`config.mk`:
```
export PLATFORM = sky130hd
export DESIGN_NAME = mem_arbiter
export DESIGN_NICKNAME = d
export VERILOG_FILES = /design/src/rtl/cpu_types_pkg.sv /design/src/rtl/mem_arbiter.sv
export SDC_FILE = /design/constraint.sdc
export NUM_CORES = 1
export LEC_CHECK = 0
export BUFFER_PORTS_ARGS = -buffer_cell sky130_fd_sc_hd__buf_4
export CORE_AREA = 2 2 105 107
export CTS_CLUSTER_SIZE = 8
export DETAILED_ROUTE_END_ITERATION = 10
export DIE_AREA = 0 0 107 109
export SLEW_MARGIN = 10
export SYNTH_ARGS = -nofsm -noshare
export SYNTH_HDL_FRONTEND = slang
export SYNTH_SLANG_ARGS = --single-unit
```
`constraint.sdc`:
```
create_clock -name CLK -period 2.4 [get_ports CLK]
set_input_delay 0.24 -clock CLK [delete_from_list [all_inputs] [get_ports CLK]]
set_output_delay 0.24 -clock CLK [all_outputs]
set_load 0.02 [all_outputs]
```
`src/rtl/cpu_types_pkg.sv`:
```
// Shared encodings for the memory-side control path: RAM status, arbiter
// state and last-grant tracking.
package cpu_types_pkg;

  typedef enum logic [1:0] {
    FREE   = 2'd0,
    BUSY   = 2'd1,
    ACCESS = 2'd2,
    ERROR  = 2'd3
  } ramstate_t;

  typedef enum logic [1:0] {
    IDLE   = 2'd0,
    DGRANT = 2'd1,
    IGRANT = 2'd2
  } arb_state_t;

  typedef enum logic {
    GRANT_I = 1'b0,
    GRANT_D = 1'b1
  } grant_t;

endpackage

```
`src/rtl/mem_arbiter.sv`:
```
// Two-port RAM arbiter between the icache and dcache: one grant at a time,
// optional round-robin on ties and an abort-on-timeout for stuck grants.
module mem_arbiter
  import cpu_types_pkg::*;
#(
  parameter bit FAIR    = 1'b1,
  parameter int TIMEOUT = 255
) (
  input  logic        CLK,
  input  logic        nRST,
  input  logic        iREN,
  input  logic [31:0] iaddr,
  output logic        iwait,
  output logic [31:0] iload,
  input  logic        dREN,
  input  logic        dWEN,
  input  logic [31:0] daddr,
  input  logic [31:0] dstore,
  output logic        dwait,
  output logic [31:0] dload,
  output logic        ramREN,
  output logic        ramWEN,
  output logic [31:0] ramaddr,
  output logic [31:0] ramstore,
  input  logic [31:0] ramload,
  input  logic [1:0]  ramstate,
  output logic        timeout_err
);

  localparam logic [8:0] TIMEOUT_LIM = 9'(TIMEOUT);

  arb_state_t state;
  grant_t     last;
  logic [7:0] count;

  logic d_req;
  logic i_req;
  logic access;
  logic granted_req;
  logic cnt_expired;
  logic prefer_i;

  assign d_req       = dREN | dWEN;
  assign i_req       = iREN;
  assign access      = (ramstate_t'(ramstate) == ACCESS);
  assign granted_req = (state == DGRANT) ? d_req : i_req;
  assign prefer_i    = FAIR && i_req && (last == GRANT_D);

  // The grant is held for exactly TIMEOUT cycles before giving up.
  assign cnt_expired = (TIMEOUT != 0) && (({1'b0, count} + 9'd1) == TIMEOUT_LIM);

  always_ff @(posedge CLK or negedge nRST) begin
    if (!nRST) begin
      state       <= IDLE;
      last        <= GRANT_I;
      count       <= '0;
      timeout_err <= 1'b0;
    end else begin
      timeout_err <= 1'b0;
      unique case (state)
        IDLE: begin
          count <= '0;
          if (d_req && !prefer_i) begin
            state <= DGRANT;
          end else if (i_req) begin
            state <= IGRANT;
          end
        end
        DGRANT, IGRANT: begin
          // A dropped request wins over a same-cycle ACCESS: no completion.
          if (!granted_req) begin
            state <= IDLE;
          end else if (access) begin
            state <= IDLE;
            last  <= (state == DGRANT) ? GRANT_D : GRANT_I;
          end else if (cnt_expired) begin
            state       <= IDLE;
            timeout_err <= 1'b1;
          end else begin
            count <= count + 8'(count != 8'hFF);
          end
        end
        default: state <= IDLE;
      endcase
    end
  end

  // Outputs decode the registered state so ACCESS is answered in the same cycle.
  always_comb begin
    ramREN   = 1'b0;
    ramWEN   = 1'b0;
    ramaddr  = '0;
    ramstore = '0;
    iwait    = 1'b1;
    dwait    = 1'b1;
    iload    = '0;
    dload    = '0;
    unique case (state)
      DGRANT: begin
        ramaddr  = daddr;
        ramstore = dstore;
        ramWEN   = dWEN;
        ramREN   = dREN & ~dWEN;
        if (d_req && access) begin
          dwait = 1'b0;
          dload = ramload;
        end
      end
      IGRANT: begin
        ramaddr = iaddr;
        ramREN  = 1'b1;
        if (i_req && access) begin
          iwait = 1'b0;
          iload = ramload;
        end
      end
      default: begin
      end
    endcase
  end

endmodule

```
==> results.cfg <==
[layout]
utilization = 0.390
fillers = 1120
fin_nets = 669
drive_gt1_frac = 0.540
area_delta_synth_final_pct = 112

[power_and_ir_drop]
p_leak_nw = 2.24
p_per_area_nw_per_um2 = 775
fin_total_pwr_mw = 3.21
vdd_ir_drop_max_mv = 0.559

[clock_tree]
cts.sinks = 12
clkTransAtPathRegs_ns = 0.05
cts.path.max_buffers = 2
postCtsResizedCells = 0
clk_latency_ns = 0.24
cts-buffers-inserted = 3
cts_root_buffer = clkbuf_8
cts_tree = done
cts_htree_levels = 1

[detailed_routing]
ant_nets = 0
vias = 2867
first_pass_iters = 4
drtIter0Drc = 182
wl_per_cell_um = 15.9
via_per_inst = 4.29
routed_wl_mm = 10.7
route.detailed.drc = 0

[floorplanning]
die_area_sq_um = 11700
rows = 38
ios = 268
fp.coreArea_sq_um = 10600
die_w_um = 107
die_y_um = 109
start_util = 0.184

[min_path]
hp-class = in -> async

[setup_path]
worstPathRequired_ns = 2.16
cp-start-kind = flip-flop
path_buf_inv = 3
critPathTopFamily = buffers and inverters
crit_slowest_cell = buf_4
critical_path_depth = 6
r2r_cells = 9
end_kind = output pin
path_common_cell = buf_4
crit_fanout = 59
crit_chain = inv_1 -> ha_2 -> buf_4 -> a22oi_1 -> nor2b_1 -> buf_4
path_class = reg -> out
crit_arrival_ns = 1.84
cp_slowest_stage_delay_ns = 0.41

[logic_synthesis]
yosys_warnings = 0
synth.most_common_cell = and2_1
yosys_register_bits = 12
synth.largest_area_cell = and2_1
syn_area_sq_um = 1950
synth_commonest_cells = 66 x and2_1, 34 x nor2b_1, 33 x and3_1, 32 x a22oi_1, 24 x clkbuf_1
yosysTopAreaCellShare = 0.212
ys_seq_area_frac = 0.154
synth_edf_count = 0
ys_types = 37
synth_flop_cell = dfrtp_1
synth_cells = 277
syn_area_per_cell_sq_um = 7.03
syn_nets = 417
async_flop_share = 1.00
synth_top_cells_by_area = and2_1 21%, dfrtp_1 15%, a22oi_1 12%, nor2b_1 11%, and3_1 11%

[global_route]
grt_max_degree = 60
grt_pass1_wl_mm = 14.5
grt_pass1_vias = 2558
track_usage = 0.156
grt_overflow = 0
antenna_found_initial = 0

[timing]
finalHoldViolCount = 0
setup_viol = 0
rsz0062_at_grt = false
fin_hold_ws_ns = 0.380
period_minus_slack_ns = 2.08
setup_slack_ns = 0.325
fmaxAchievable_ghz = 0.482
relSlewSlack = 0.690
fin_skew_ns = 0.000728
worstMarginPinSlew_ns = 0.465
tns_ns = 0
maxSlewViolCount = 0
timing.final.crit_share = 0.865

[place]
gp_congestion = 0.852
port_buffers = 267
dp.final_hpwl_mm = 8.65
place_ws_ns = 0.427

[outcome]
status = finished clean

[job]
maxCapViolCount = 0
-- cell usage in the layout, fill, tap and decap left out, drive strengths merged, types with 2 or more instances in the layout --
cell	count
buf	275
and2	66
nor2b	34
and3	33
a22oi	32
dfrtp	12
nand2	10
inv	7
nand3	6
nor2	5
ha	5
clkbuf	4
nor3	3
o21ai	3
a21oi	3
or2	3
nand2b	2
o21a	2
mux2i	2
a32o	2
o211ai	2
a211oi	2
a31o	2
a311o	2
-- sequential cells by signal (all words and copies together), names as in the netlist --
| name | cells |
|---|---|
| count | 8 |
| state | 2 |
| last | 1 |
| timeout_err | 1 |
-- power breakdown --
group / switching [mW] / internal, mW / total, mW
combinational: 1.55 / 1.16 / 2.71
clock: 0.0729 / 0.145 / 0.218
sequential: 0.0411 / 0.242 / 0.283
-- cell families after synthesis --
family          share of synthesized area
flops                               0.154
buf+inv                            0.0751
mux                                0.0103
simple gates                        0.522
fa+ha+maj                          0.0321
xor+xnor                          0.00450
compound gates                      0.202
-- worst register-to-register path, cell delays in order, from the launching register on --
cell and delay, ns:
dfrtp_1 0.42, nand4_1 0.14, nor2_1 0.06, nand2_1 0.06, ha_1 0.17, ha_1 0.21
nand3_1 0.07, or2_2 0.28, or4_1 0.40, o211ai_1 0.09
-- per-stage QoR --
stage / instance area [sq um] / cells
2_1_floorplan: 1950 / 277
3_3_place_gp: 4070 / 663
3_5_place_dp: 4070 / 663
4_1_cts: 4140 / 668
5_1_grt: 4140 / 668
6_report: 4140 / 669
-- what timing repair did --
item,4_1_cts,5_1_grt
hold endpoints to repair,12,0
setup buffers,0,0
hold buffers,1,0
-- path summary, 6_finish.rpt --
path                             start     endpoint  slack [ns]
hold / removal                    nRST     count[7]        0.38
setup / recovery              state[1]  ramaddr[19]        0.32
min in group CLK           ramstate[0]         last        0.40
setup reg to reg              count[5]     count[6]        0.42
hold reg to reg               state[1]     state[1]        0.54
max in group asynchronous         nRST     state[1]        1.86
-- metal layers --
layer / vias up / track usage / share of wire
li1: 1459 / - / -
met1: 1307 / 0.206 / 0.43
met2: 97 / 0.276 / 0.51
met4: 0 / 0.0139 / 0.0043
met3: 4 / 0.0257 / 0.062
met5: - / 0 / 0
-- final cells by class --
class / count / area, sq um / area share
diodes: 1 / 2.50 / 0.000605
clock buffers: 4 / 55.1 / 0.0133
inverters: 7 / 26.3 / 0.00635
multi-input cells: 229 / 1500 / 0.363
flip-flops and latches: 12 / 300 / 0.0726
well taps: 140 / 175 / 0.0423
repair buffers: 276 / 2070 / 0.501
No activity file was read; power rests on OpenSTA's default activity.
